$ cat config.mk
export PLATFORM = sky130hd
export DESIGN_NAME = row_fetch_master
export DESIGN_NICKNAME = d
export VERILOG_FILES = /design/src/rtl/row_fetch_pkg.sv /design/src/rtl/row_fetch_master_fifo.sv /design/src/rtl/row_fetch_master.sv
export SDC_FILE = /design/constraint.sdc
export NUM_CORES = 1
export LEC_CHECK = 0
export ABC_AREA = 1
export CAP_MARGIN = 15
export CELL_PAD_IN_SITES_DETAIL_PLACEMENT = 0
export CELL_PAD_IN_SITES_GLOBAL_PLACEMENT = 1
export CORE_ASPECT_RATIO = 0.75
export CORE_MARGIN = 2
export CORE_UTILIZATION = 38
export CTS_CLUSTER_SIZE = 40
export DETAILED_ROUTE_END_ITERATION = 8
export PLACE_DENSITY = 0.79
export SLEW_MARGIN = 5
export SYNTH_ARGS = -nofsm -noshare
export SYNTH_HDL_FRONTEND = slang
export SYNTH_SLANG_ARGS = --single-unit
$ cat constraint.sdc
create_clock -name i_clk -period 6.1 [get_ports i_clk]
set_input_delay 1.22 -clock i_clk [delete_from_list [all_inputs] [get_ports i_clk]]
set_output_delay 1.22 -clock i_clk [all_outputs]
set_load 0.01 [all_outputs]
$ cat src/rtl/row_fetch_pkg.sv
// row_fetch_pkg: shared types and constants for the row fetch master
package row_fetch_pkg;
  localparam int FIFO_DEPTH = 2;
  localparam int IDX_W = 4;
  localparam int ROW_W = 64;
  typedef enum logic [1:0] {
    ST_IDLE  = 2'd0,
    ST_FETCH = 2'd1,
    ST_DONE  = 2'd2,
    ST_ERR   = 2'd3
  } state_t;
  typedef struct packed {
    logic [IDX_W-1:0] idx;
    logic [ROW_W-1:0] data;
  } row_entry_t;
endpackage

$ cat src/rtl/row_fetch_master_fifo.sv
// row_fifo2: two-entry synchronous FIFO with flush and combinational head
module row_fifo2
  import row_fetch_pkg::*;
(
  input  logic       i_clk,
  input  logic       i_reset,
  input  logic       i_push,
  input  logic       i_pop,
  input  logic       i_flush,
  input  row_entry_t i_din,
  output row_entry_t o_head,
  output logic [1:0] o_count
);
  row_entry_t r_mem [FIFO_DEPTH];
  logic       r_wp;
  logic       r_rp;
  logic [1:0] r_cnt;
  // storage, pointers and occupancy; flush drops everything at once
  always_ff @(posedge i_clk or posedge i_reset) begin
    if (i_reset) begin
      r_mem[0] <= '0;
      r_mem[1] <= '0;
      r_wp     <= 1'b0;
      r_rp     <= 1'b0;
      r_cnt    <= 2'd0;
    end else if (i_flush) begin
      r_wp  <= 1'b0;
      r_rp  <= 1'b0;
      r_cnt <= 2'd0;
    end else begin
      if (i_push) begin
        r_mem[r_wp] <= i_din;
        r_wp        <= ~r_wp;
      end
      if (i_pop) r_rp <= ~r_rp;
      r_cnt <= r_cnt + {1'b0, i_push} - {1'b0, i_pop};
    end
  end
  assign o_head  = r_mem[r_rp];
  assign o_count = r_cnt;
endmodule

$ cat src/rtl/row_fetch_master.sv
// row_fetch_master: Avalon-MM read master streaming NUM_ROWS rows through a 2-deep FIFO
module row_fetch_master
  import row_fetch_pkg::*;
#(
  parameter int                NUM_ROWS  = 9,
  parameter int                ADDR_W    = 32,
  parameter int                DATA_W    = ROW_W,
  parameter int                TIMEOUT   = 64,
  parameter logic [ADDR_W-1:0] BASE_ADDR = '0
) (
  input  logic              i_clk,
  input  logic              i_reset,
  input  logic              i_start,
  output logic              o_busy,
  output logic              o_done,
  output logic              o_error,
  output logic [ADDR_W-1:0] o_avm_address,
  output logic              o_avm_read,
  input  logic [DATA_W-1:0] i_avm_readdata,
  input  logic              i_avm_readdatavalid,
  input  logic              i_avm_waitrequest,
  output logic [DATA_W-1:0] o_row_data,
  output logic [IDX_W-1:0]  o_row_idx,
  output logic              o_row_valid,
  input  logic              i_row_ready
);
  localparam int CNT_W = IDX_W + 1;
  localparam int TO_W  = (TIMEOUT > 2) ? $clog2(TIMEOUT) : 1;
  localparam logic [CNT_W-1:0] CNT_ONE  = CNT_W'(1);
  localparam logic [CNT_W-1:0] ROWS     = CNT_W'(NUM_ROWS);
  localparam logic [CNT_W-1:0] LAST_POP = CNT_W'(NUM_ROWS - 1);
  localparam logic [TO_W-1:0]  TO_ONE   = TO_W'(1);
  localparam logic [TO_W-1:0]  TO_LAST  = TO_W'(TIMEOUT - 1);
  state_t             r_state;
  logic [CNT_W-1:0]   r_issue_cnt;
  logic [CNT_W-1:0]   r_pop_cnt;
  logic [TO_W-1:0]    r_to;
  logic               r_outstanding;
  logic               r_read;
  logic [ADDR_W-1:0]  r_addr;
  logic [IDX_W-1:0]   r_last_idx;
  logic               w_fetch;
  logic               w_start;
  logic               w_issue;
  logic               w_rsp;
  logic               w_timeout;
  logic               w_pop;
  logic               w_last_pop;
  logic [1:0]         w_count;
  row_entry_t         w_din;
  row_entry_t         w_head;
  assign w_fetch    = r_state == ST_FETCH;
  assign w_start    = i_start && !w_fetch;
  assign w_issue    = w_fetch && !r_outstanding && !i_avm_waitrequest && (r_issue_cnt < ROWS) &&
                      ((w_count + {1'b0, r_outstanding}) < 2'(FIFO_DEPTH));
  assign w_rsp      = w_fetch && r_outstanding && i_avm_readdatavalid;
  assign w_timeout  = w_fetch && r_outstanding && !i_avm_readdatavalid && (r_to == TO_LAST);
  assign w_pop      = o_row_valid && i_row_ready;
  assign w_last_pop = w_pop && (r_pop_cnt == LAST_POP);
  assign w_din      = '{idx: r_last_idx, data: i_avm_readdata};
  row_fifo2 u_fifo (
    .i_clk   (i_clk),
    .i_reset (i_reset),
    .i_push  (w_rsp),
    .i_pop   (w_pop),
    .i_flush (w_start || w_timeout),
    .i_din   (w_din),
    .o_head  (w_head),
    .o_count (w_count)
  );
  // run control: issue one read at a time, retire responses, watch for timeout and completion
  always_ff @(posedge i_clk or posedge i_reset) begin
    if (i_reset) begin
      r_state       <= ST_IDLE;
      r_issue_cnt   <= '0;
      r_pop_cnt     <= '0;
      r_to          <= '0;
      r_outstanding <= 1'b0;
      r_read        <= 1'b0;
      r_addr        <= '0;
      r_last_idx    <= '0;
    end else begin
      r_read <= w_issue;
      if (w_start) begin
        r_state       <= ST_FETCH;
        r_issue_cnt   <= '0;
        r_pop_cnt     <= '0;
        r_to          <= '0;
        r_outstanding <= 1'b0;
      end else if (w_fetch) begin
        if (w_issue) begin
          r_outstanding <= 1'b1;
          r_issue_cnt   <= r_issue_cnt + CNT_ONE;
          r_addr        <= BASE_ADDR + ADDR_W'(r_issue_cnt);
          r_last_idx    <= r_issue_cnt[IDX_W-1:0];
          r_to          <= '0;
        end else if (w_rsp) begin
          r_outstanding <= 1'b0;
        end else if (w_timeout) begin
          r_outstanding <= 1'b0;
          r_state       <= ST_ERR;
        end else if (r_outstanding) begin
          r_to <= r_to + TO_ONE;
        end
        if (w_pop) r_pop_cnt <= r_pop_cnt + CNT_ONE;
        if (w_last_pop) r_state <= ST_DONE;
      end
    end
  end
  assign o_busy        = r_state == ST_FETCH;
  assign o_done        = r_state == ST_DONE;
  assign o_error       = r_state == ST_ERR;
  assign o_avm_read    = r_read;
  assign o_avm_address = r_addr;
  assign o_row_valid   = w_count != 2'd0;
  assign o_row_data    = w_head.data;
  assign o_row_idx     = w_head.idx;
endmodule

; Yosys cells after proc, flatten, opt, wreduce, memory -nomap -nowiden
; Cells that the tools add are included.
[classes]
add_sub_neg = 6
order_cmp = 5
n_eq_ne = 9
muxes = 34
bitwise = 6
reduce_logical = 33
[ops]
columns = op, count
row1 = 2-to-1 mux 68 bit, 4
row2 = bitwise mux 136 bit, 1
row3 = demux 68 bit (select 1 bit), 1
row4 = 2-to-1 mux 6 bit, 6
row5 = 2-to-1 mux 5 bit, 6
row6 = 2-to-1 mux 2 bit, 7
row7 = logical AND 1 bit, 12
row8 = nonzero test 2 bit, 6
row9 = adder 5 x 1 -> 5 bit (second input constant), 2
row10 = 2-to-1 mux 1 bit, 9
row11 = != test 3 bit (second input constant), 3
row12 = AND reduction 2 bit, 4
row13 = AND reduction 4 bit, 2
row14 = adder 6 x 1 -> 6 bit (second input constant), 1
row15 = == test 6 bit (second input constant), 1
row16 = nonzero test 3 bit, 2
row17 = == test 5 x 4 -> 1 bit (second input constant), 1
row18 = < comparator 5 x 4 -> 1 bit (second input constant), 1
row19 = adder 2 x 1 -> 2 bit, 2
row20 = == test 2 bit (second input constant), 2
row21 = greater-or-equal comparator 2 bit (second input constant), 2
row22 = logical NOT 1 bit, 4
row23 = NOT 1 bit, 4
row24 = NOT 1 -> 2 bit, 2
row25 = 8 further kinds, 8
[word_totals]
reg_bits = 169
in_bits = 70

; Depth between registers and ports, before layout
; Gate-level depths: netlist (run 1).
[logic_depth]
word_depth = 10
depth_mapped = 10
ltp_nobuf = 9

; Cells and area by module
; Synthesis (run 1) repeated with hierarchy kept, for this count alone.
[hier_totals]
hier_cells = 810
hier_area_um2 = 7790.0
[modules_own_cells]
columns = mod, n_inst, cells_each, area_each_um2, seq_area_each_um2
row1 = row_fifo2, 1, 608, 6047.0, 3503.4
row2 = row_fetch_master, 1, 202, 1742.9, 625.6

; Worst setup path before layout (run 1)
; OpenSTA, ideal clock, no wires.
[synth_timing]
path_type = flip-flop to output port
start = reg u_fifo.r_rp
end = out o_row_data[29]
t_arrival_ps = 1299
t_required_ps = 4880
setup_slack_ps = 3581
path_stages_with_launch = 5
path_cell_list = dfrtp_1 -> clkbuf_1 -> buf_2 -> buf_2 -> mux2_2
[synth_via]
elab_chain_len = 4
[synth_rtl]
columns = item, line_no
row1 = from (decl), row_fetch_master_fifo.sv:16  ; logic r_rp;
row2 = from (signal assigned), row_fetch_master_fifo.sv:35  ; if (i_pop) r_rp <= ~r_rp;
row3 = NOT 1 -> 2 bit (implied by the code), row_fetch_master_fifo.sv:39  ; assign o_head = r_mem[r_rp];
row4 = 2-to-1 mux 68 bit (implied by the code) (3 in series), row_fetch_master_fifo.sv:39
row5 = to (decl), row_fetch_master.sv:22  ; output logic [DATA_W-1:0] o_row_data,
; Every way passes these cells. The select of a mux whose other input is x is not followed.

; Worst setup path in the final report (run 1)
[layout_timing]
start = reg u_fifo.r_rp
end = out o_row_data[59]
; The elaborated chain is that of the path after synthesis.

==> flow_metrics.env, run 1 <==
export IMPL_synth_cell_type_count=29
export IMPL_cts_max_level=4
export IMPL_end_kind="output pin"
export IMPL_cts_hold_buf=0
export IMPL_holdPathEnd="u_fifo.r_mem[36]"
export IMPL_globalRoute_totalOverflow=0
export IMPL_clkSlewWorstSetupHoldPaths_ps=60
export IMPL_total_internal_power_mw=3.21
export IMPL_coreArea_mm2=0.0194
export IMPL_cp_data_required_time_ps=4880
export IMPL_design_power_total_mw=4.76
export IMPL_transition_time_of_the_tightest_slew_check_pin_ps=1050
export IMPL_drt_antenna_violating_nets=0
export IMPL_path_cells="mux2_2, clkdlybuf4s50_1"
export IMPL_cts_post_setup_buffers_inserted=0
export IMPL_yosys_register_bits=165
export IMPL_worstPathArrival_ps=2510
export IMPL_layout_drive_gt1_share=0.122
export IMPL_ios=175
export IMPL_grt_start_max_net_pins=101
export IMPL_place_congestion=0.755
export IMPL_reg2reg_to="u_fifo.r_mem[6]"
export IMPL_synthCells=794
export IMPL_ys_dominant_reg_cell="dfrtp_1"
export IMPL_firstDrtPassIters=7
export IMPL_floorplan_rows=44
export IMPL_maxCapViolations=0
export IMPL_run_status="complete, no violations"
export IMPL_floorplan_die_area_mm2=0.0210
export IMPL_diodes=0
export IMPL_detailed_placement_hpwl_mm=10.3
export IMPL_vdd_drop_max_uv=204
export IMPL_synth_async_reset_ratio=1.00
export IMPL_timing_rr_start="r_state[1]"
export IMPL_grt_setup_unrepaired="false"
export IMPL_commonest_non_fill_non_tap_cells_in_the_layout="nand2_1, dfrtp_1, clkdlybuf4s50_1, o21ai_0, inv_1"
export IMPL_post_drt_wl_per_cell_um=13.6
export IMPL_drt_wl_total_mm=16.2
export IMPL_power_leakage_nw=4.64
export IMPL_port_buffers=147
export IMPL_crit_slowest_cell="dfrtp_4"
export IMPL_clock_sinks=165
export IMPL_die_x_um=167
export IMPL_cts_tree="built"
export IMPL_p_clk_frac=0.244
export IMPL_fp_dieH_um=126
export IMPL_sw_frac_of_total=0.326
export IMPL_avgSynthCellArea_um2=9.49
export IMPL_cts_buffer_depth=2
export IMPL_setup_total_negative_slack_ps=0
export IMPL_cts_made_buffers=17
export IMPL_timing_setup_critical_path_class="register to output pin"
export IMPL_nNetsFinal=999
export IMPL_synth_yosys_seq_area_share=0.548
export IMPL_power_sequential_fraction=0.384
export IMPL_hold_class="register to register"
export IMPL_clock_tree_root_cell="clkbuf_16"
export IMPL_skew_ps=10.8
export IMPL_synth_edf_count=0
export IMPL_worstHoldStart="u_fifo.r_mem[36]"
export IMPL_antenna_found_initial=0
export IMPL_reg2reg_depth=5
export IMPL_timing_fmax_mhz=268
export IMPL_power_density_mw_per_mm2=490
export IMPL_maxSlewHeadroom=0.303
export IMPL_timing_critical_path_from_type="register"
export IMPL_p_comb_frac=0.372
export IMPL_timing_critical_path_fanout_max=69
export IMPL_cts_repair_resized=0
export IMPL_avgViaCountPerCell=4.58
export IMPL_synthesis_yosys_warnings=0
export IMPL_drc_errors=0
export IMPL_postLayoutCoreUtil=0.501
export IMPL_final_setup_viol_count=0
export IMPL_grt_first_pass_wirelength_mm=26.9
export IMPL_finalHoldViolCount=0
export IMPL_drt_iter0_drc=357
export IMPL_final_min_clock_period_ps=3730
export IMPL_slowest_delay_ps=1130
export IMPL_finalMaxSlewViolations=0
export IMPL_whs_path_depth=2
export IMPL_first_global_vias=5195
export IMPL_fillerInstances=1832
export IMPL_mostFrequentLayoutCell="nand2_1"
export IMPL_switchingPower_mw=1.55
export IMPL_timing_reg2reg_setup_slack_ps=3680
export IMPL_detailroute_via_count=5447
export IMPL_area_growth_syn_to_layout_pct=28.8
export IMPL_starting_density=0.389
export IMPL_synth_cell_area_mm2=0.00754
export IMPL_fin_crit_sh=0.612
export IMPL_clk_latency_ps=430
export IMPL_timing_hold_ws_ps=479
export IMPL_grtUsageTotal=0.159
-- cells in the mapped netlist, types with 2 or more instances --
cell      number  share of area
xor2_1         3         0.0035
a21oi_1        7         0.0046
ha_1           6          0.010
buf_4         27          0.027
clkbuf_1      16         0.0080
inv_1         93          0.046
nor2_1        21          0.010
nor3_1         2         0.0013
or2_2          3         0.0025
dfrtp_1      165           0.55
mux2_2        68           0.10
buf_1          5         0.0025
o21ai_0      114          0.076
nand2_1      170          0.085
xnor2_1        4         0.0046
nand3_1       21          0.014
o21ai_1       39          0.026
buf_2         14         0.0093
buf_6          5         0.0075
nand4_1        2         0.0017
-- critical path: cells and delay by family (launching register included) --
| kind | cells | cell delay, ps |
|---|---|---|
| mux | 1 | 420 |
| buf+inv | 1 | 520 |
| flops | 1 | 1130 |
-- power groups by stage --
stage	Sequential (mW)	Combinational (mW)	Clock, mW
4_1_cts	1.83	1.80	1.20
5_1_grt	1.90	1.97	1.24
3_3_place_gp	1.84	1.77	0
6_report	1.83	1.77	1.16
3_5_place_dp	1.84	1.78	0
2_1_floorplan	1.70	1.11	0
-- sequential cells by signal, summed over array words and instances (netlist names) --
| signal | cells |
|---|---|
| u_fifo.o_count | 2 |
| r_state | 2 |
| r_to | 6 |
| u_fifo.r_mem | 136 |
| r_pop_cnt | 5 |
| r_outstanding | 1 |
| o_avm_read | 1 |
| u_fifo.r_wp | 1 |
| r_issue_cnt | 5 |
| u_fifo.r_rp | 1 |
| r_last_idx | 3 |
| o_avm_address | 2 |
-- through the flow --
stage | instance area, um^2 | instances | setup slack, ps
floorplan | 7640 | 820 | 418
global placement | 9070 | 1157 | 2480
detailed placement | 9070 | 1157 | 2450
CTS | 9710 | 1189 | 2340
global route | 9710 | 1189 | 2270
finish | 9710 | 1189 | 2370
-- layer usage --
metal | GRT usage | vias up | share of wire
met4 | 0.0456 | 0 | 0.0069
met2 | 0.215 | 144 | 0.41
met3 | 0.0409 | 11 | 0.047
li1 | - | 2766 | -
met5 | 0 | - | 0
met1 | 0.249 | 2526 | 0.53
-- final cells by class --
class | count | area (um^2) | area share
Tap cell | 253 | 317 | 0.0326
Timing Repair Buffer | 151 | 1500 | 0.155
Clock inverter | 15 | 215 | 0.0222
Multi-Input combinational cell | 494 | 2760 | 0.284
Clock buffer | 17 | 425 | 0.0438
Sequential cell | 165 | 4130 | 0.426
Inverter | 94 | 358 | 0.0369
-- how the worst max path moves through the flow --
| stage | cells past startpoint | endpoint | slack [ps] | from |
|---|---|---|---|---|
| after CTS | 2 | o_row_data[59] | 2340 | u_fifo.r_rp |
| after global placement | 5 | u_fifo.r_mem[26] | 2480 | i_avm_readdatavalid |
| final | 2 | o_row_data[59] | 2370 | u_fifo.r_rp |
| after detailed placement | 5 | u_fifo.r_mem[6] | 2450 | i_avm_readdatavalid |
| after floorplan | 1 | o_avm_address[3] | 420 | i_reset |
| after global routing | 2 | o_row_data[47] | 2270 | u_fifo.r_rp |
-- cells by family after synthesis --
family                     count (synthesis)  synth area share
DFF                                      165             0.548
other                                      1          0.000497
buffers and inverters                    161             0.101
muxes                                     68             0.102
and+or+nand+nor                          224             0.123
xor gates and xnor gates                   7           0.00813
adders and majority gates                  6           0.00996
AOI/OAI and AO/OA                        162             0.108
No activity file was read; power rests on OpenSTA's default activity.
==> inputs of run 2 (changes only) <==
--- a/config.mk
+++ b/config.mk
@@ -11,10 +11,10 @@
 export CELL_PAD_IN_SITES_GLOBAL_PLACEMENT = 1
 export CORE_ASPECT_RATIO = 0.75
 export CORE_MARGIN = 2
-export CORE_UTILIZATION = 38
+export CORE_UTILIZATION = 34
 export CTS_CLUSTER_SIZE = 40
 export DETAILED_ROUTE_END_ITERATION = 8
-export PLACE_DENSITY = 0.79
+export PLACE_DENSITY = 0.75
 export SLEW_MARGIN = 5
 export SYNTH_ARGS = -nofsm -noshare
 export SYNTH_HDL_FRONTEND = slang
==> constraint.sdc (replaced) <==
create_clock -name i_clk -period 3.34 [get_ports i_clk]
set_input_delay 0.668 -clock i_clk [delete_from_list [all_inputs] [get_ports i_clk]]
set_output_delay 0.668 -clock i_clk [all_outputs]
set_load 0.01 [all_outputs]
==> flow_metrics.env, run 2 (synthesis results as in run 1) <==
export IMPL_run_status="complete, no violations"
export IMPL_timing_reg2reg_setup_slack_ps=1400
export IMPL_final_setup_viol_count=0
export IMPL_timing_critical_path_from_type="register"
export IMPL_post_drt_wl_per_cell_um=13.4
export IMPL_worstHoldStart="u_fifo.r_mem[105]"
export IMPL_cts_made_buffers=17
export IMPL_coreArea_mm2=0.0219
export IMPL_cts_repair_resized=0
export IMPL_timing_rr_start="r_state[1]"
export IMPL_firstDrtPassIters=5
export IMPL_largest_register_ffs=136
export IMPL_reg_area_mm2=0.00413
export IMPL_switchingPower_mw=2.89
export IMPL_final_area_mm2=0.00980
export IMPL_detailroute_via_count=5412
export IMPL_drt_iter0_drc=279
export IMPL_top_regs="u_fifo.r_mem x136, r_to x6"
export IMPL_final_min_clock_period_ps=2980
export IMPL_hold_class="register to register"
export IMPL_setup_total_negative_slack_ps=0
export IMPL_diodes=0
export IMPL_cts_tree="built"
export IMPL_end_kind="output pin"
export IMPL_avgViaCountPerCell=4.39
export IMPL_mostFrequentLayoutCell="nand2_1"
export IMPL_pre_cts_slack_ps=712
export IMPL_cts_max_level=4
export IMPL_layout_drive_gt1_share=0.126
export IMPL_clock_tree_root_cell="clkbuf_16"
export IMPL_place_congestion=0.725
export IMPL_p_comb_frac=0.397
export IMPL_clkSlewWorstSetupHoldPaths_ps=70
export IMPL_grt_start_max_net_pins=85
export IMPL_timing_setup_critical_path_class="register to output pin"
export IMPL_ios=175
export IMPL_transition_time_of_the_tightest_slew_check_pin_ps=628
export IMPL_sw_frac_of_total=0.339
export IMPL_holdPathEnd="u_fifo.r_mem[105]"
export IMPL_grtUsageTotal=0.147
export IMPL_worstPathArrival_ps=2310
export IMPL_area_growth_syn_to_layout_pct=30.0
export IMPL_drt_antenna_violating_nets=0
export IMPL_maxCapViolations=0
export IMPL_die_x_um=176
export IMPL_cts_hold_buf=0
export IMPL_cts_buffer_depth=2
export IMPL_antenna_found_initial=0
export IMPL_fillerInstances=2099
export IMPL_total_internal_power_mw=5.64
export IMPL_max_flop_register="u_fifo.r_mem"
export IMPL_clk_latency_ps=420
export IMPL_multi_input_area_mm2=0.00276
export IMPL_grt_first_pass_wirelength_mm=27.3
export IMPL_cp_data_required_time_ps=2670
export IMPL_clock_sinks=165
export IMPL_power_sequential_fraction=0.381
export IMPL_drt_wl_total_mm=16.6
export IMPL_reg2reg_to="u_fifo.r_mem[66]"
export IMPL_fin_crit_sh=0.892
export IMPL_maxSlewHeadroom=0.581
export IMPL_first_global_vias=5203
export IMPL_placed_cell_area_mm2=0.00922
export IMPL_cts_post_setup_buffers_inserted=0
export IMPL_finalHoldViolCount=0
export IMPL_finalMaxSlewViolations=0
export IMPL_fp_dieH_um=133
export IMPL_nNetsFinal=1003
export IMPL_reg2reg_depth=5
export IMPL_timing_critical_path_fanout_max=27
export IMPL_power_density_mw_per_mm2=871
export IMPL_timing_fmax_mhz=336
export IMPL_globalRoute_totalOverflow=0
export IMPL_drc_errors=0
export IMPL_grt_setup_unrepaired="false"
export IMPL_starting_density=0.344
export IMPL_detailed_placement_hpwl_mm=11.1
export IMPL_floorplan_rows=47
export IMPL_vdd_drop_max_uv=364
export IMPL_whs_path_depth=2
export IMPL_power_leakage_nw=4.66
export IMPL_port_buffers=147
export IMPL_commonest_non_fill_non_tap_cells_in_the_layout="nand2_1, dfrtp_1, clkdlybuf4s50_1, o21ai_0, inv_1"
export IMPL_worst_slack_ps=360
export IMPL_floorplan_die_area_mm2=0.0234
export IMPL_skew_ps=8.39
export IMPL_p_clk_frac=0.222
export IMPL_timing_hold_ws_ps=482
-- run 2: changes by cell type in the layout (fill, tap and decap cells not counted), sizes merged --
| cell | change |
|---|---|
| buf | +4 |
| bufinv | -4 |
| clkbuf | +1 |
| clkinv | +1 |
| clkinvlp | +1 |
| inv | +1 |
-- run 2: final cells by class --
class,count,share of cell area
clock buffer,18,0.0448
clock inverter,14,0.0139
inverter,94,0.0364
multi-input combinational,494,0.281
sequential,165,0.422
tap,294,0.0375
timing repair buffer,155,0.164
-- run 2: power by group through the flow --
stage / Clock [mW] / Combinational (mW) / Sequential, mW
6_report: 1.89 / 3.39 / 3.25
5_1_grt: 2.04 / 3.76 / 3.36
4_1_cts: 1.97 / 3.45 / 3.25
3_5_place_dp: 0 / 3.43 / 3.28
3_3_place_gp: 0 / 3.39 / 3.27
2_1_floorplan: 0 / 2.03 / 3.10
-- run 2: worst max path at each step --
| stage | end | slack, ps | from | depth (start not counted) |
|---|---|---|---|---|
| after CTS | o_row_data[1] | 310 | u_fifo.r_rp | 3 |
| after global placement | u_fifo.r_mem[66] | 730 | i_avm_readdatavalid | 5 |
| final | o_row_data[1] | 360 | u_fifo.r_rp | 3 |
| after global routing | o_row_data[1] | 240 | u_fifo.r_rp | 3 |
| after detailed placement | u_fifo.r_mem[66] | 710 | i_avm_readdatavalid | 5 |
| after floorplan | o_avm_address[3] | 570 | i_reset | 1 |
-- run 2: critical path, cell delays in order, from the launching register on --
cell	delay (ps)
dfrtp_4	700
buf_4	300
mux2_2	380
clkdlybuf4s50_1	490
-- run 2: metal layers --
| layer | global-route usage | routed length, um |
|---|---|---|
| met3 | 0.0353 | 745 |
| met4 | 0.0372 | 91 |
| met2 | 0.198 | 6840 |
| met1 | 0.232 | 8880 |
| met5 | 0 | 0 |
-- run 2: through the flow --
stage	utilization	total power, mW	instances
after floorplan	-	5.13	820
after global placement	0.420	6.66	1202
after detailed placement	0.420	6.71	1202
after CTS	0.447	8.67	1234
after global routing	0.447	9.16	1234
final	0.447	8.53	1234
==> inputs of run 3 (changes only) <==
--- a/config.mk
+++ b/config.mk
@@ -10,7 +10,6 @@
 export CELL_PAD_IN_SITES_DETAIL_PLACEMENT = 0
 export CELL_PAD_IN_SITES_GLOBAL_PLACEMENT = 1
 export CORE_ASPECT_RATIO = 0.75
-export CORE_MARGIN = 2
 export CORE_UTILIZATION = 34
 export CTS_CLUSTER_SIZE = 40
 export DETAILED_ROUTE_END_ITERATION = 8
==> flow_metrics.env, run 3 (synthesis results as in run 1) <==
export IMPL_layout_drive_gt1_share=0.133
export IMPL_clock_sinks=165
export IMPL_clk_latency_ps=430
export IMPL_antenna_found_initial=0
export IMPL_largest_register_ffs=136
export IMPL_firstDrtPassIters=4
export IMPL_finalHoldViolCount=0
export IMPL_cts_made_buffers=17
export IMPL_run_status="complete, no violations"
export IMPL_avgViaCountPerCell=4.39
export IMPL_cts_tree="built"
export IMPL_final_min_clock_period_ps=2880
export IMPL_clkSlewWorstSetupHoldPaths_ps=60
export IMPL_maxCapViolations=0
export IMPL_finalNonFillerCells=1236
export IMPL_cts_buffer_depth=2
export IMPL_multi_input_area_mm2=0.00276
export IMPL_port_buffers=147
export IMPL_floorplan_die_area_mm2=0.0228
export IMPL_reg_area_mm2=0.00413
export IMPL_die_x_um=174
export IMPL_end_kind="output pin"
export IMPL_fp_dieH_um=131
export IMPL_dpl_cell_count=1204
export IMPL_coreArea_mm2=0.0214
export IMPL_drt_wl_total_mm=17.0
export IMPL_skew_ps=7.85
export IMPL_first_global_vias=5255
export IMPL_power_leakage_nw=4.70
export IMPL_cts_hold_buf=0
export IMPL_timing_fmax_mhz=347
export IMPL_cts_repair_resized=0
export IMPL_globalRoute_totalOverflow=0
export IMPL_place_congestion=0.742
export IMPL_hold_class="register to register"
export IMPL_finalMaxSlewViolations=0
export IMPL_timing_setup_critical_path_class="register to output pin"
export IMPL_post_drt_wl_per_cell_um=13.7
export IMPL_area_growth_syn_to_layout_pct=30.8
export IMPL_path_cells="buf_4, mux2_2, clkdlybuf4s50_1"
export IMPL_maxSlewHeadroom=0.452
export IMPL_worstPathArrival_ps=2220
export IMPL_commonest_non_fill_non_tap_cells_in_the_layout="nand2_1, dfrtp_1, clkdlybuf4s50_1, o21ai_0, inv_1"
export IMPL_grt_first_pass_wirelength_mm=27.4
export IMPL_vdd_drop_max_uv=489
export IMPL_clock_tree_root_cell="clkbuf_16"
export IMPL_final_setup_viol_count=0
export IMPL_drt_iter0_drc=373
export IMPL_detailed_placement_hpwl_mm=11.7
export IMPL_grtUsageTotal=0.154
export IMPL_mostFrequentLayoutCell="nand2_1"
export IMPL_slowest_delay_ps=580
export IMPL_detailroute_via_count=5423
export IMPL_setup_total_negative_slack_ps=0
export IMPL_ios=175
export IMPL_drc_errors=0
export IMPL_transition_time_of_the_tightest_slew_check_pin_ps=820
export IMPL_cp_data_required_time_ps=2670
export IMPL_floorplan_rows=46
export IMPL_nNetsFinal=1011
export IMPL_grt_setup_unrepaired="false"
export IMPL_fillerInstances=2030
export IMPL_grt_start_max_net_pins=90
export IMPL_crit_slowest_cell="dfrtp_4"
export IMPL_postLayoutCoreUtil=0.460
export IMPL_cts_post_setup_buffers_inserted=0
export IMPL_starting_density=0.352
export IMPL_timing_critical_path_fanout_max=20
export IMPL_top_regs="u_fifo.r_mem x136, r_to x6"
export IMPL_drt_antenna_violating_nets=0
export IMPL_diodes=0
export IMPL_power_density_mw_per_mm2=868
export IMPL_max_flop_register="u_fifo.r_mem"
export IMPL_timing_critical_path_from_type="register"
export IMPL_cts_max_level=4
export IMPL_fin_crit_sh=0.864
-- run 3: per-stage QoR --
stage	setup slack (ps)	hold WS, ps	area [um^2]	power, mW
3_5_place_dp	884	467	9290	6.71
6_report	456	481	9860	8.56
2_1_floorplan	573	448	7640	5.13
5_1_grt	375	501	9860	9.17
4_1_cts	420	486	9860	8.67
3_3_place_gp	919	460	9290	6.67
-- run 3: routing by layer --
metal / wire, um / track usage / vias to the layer above
met1: 8880 / 0.228 / 2491
met5: 0 / 0 / -
met2: 7020 / 0.221 / 142
met3: 924 / 0.0379 / 12
li1: - / - / 2778
met4: 163 / 0.0418 / 0
-- run 3: worst paths after layout --
kind	from	to	slack, ps	cells past startpoint
worst max-delay path	u_fifo.r_rp	o_row_data[49]	460	3
worst min-delay path	u_fifo.r_mem[4]	u_fifo.r_mem[4]	480	2
worst max register to register	r_state[0]	r_to[0]	1460	8
worst min register to register	u_fifo.r_mem[4]	u_fifo.r_mem[4]	480	2
max in group asynchronous	i_reset	u_fifo.r_mem[53]	1930	3
min in group asynchronous	i_reset	u_fifo.r_mem[70]	740	2
-- run 3: cell type report --
type,count,area share
timing repair buffer,163,0.170
inverter,94,0.0362
sequential,165,0.419
multi-input combinational,494,0.280
tap,288,0.0366
clock inverter,15,0.0147
clock buffer,17,0.0432
-- run 3: power breakdown --
group | internal (mW) | switching [mW]
clock network | 1.04 | 0.862
logic | 1.88 | 1.53
registers | 2.76 | 0.489
-- run 3: worst max-delay path: cells and delay by family (launching register included) --
kind	cells	cell delay [ps]
buffers and inverters	2	820
DFF	1	580
muxes	1	390
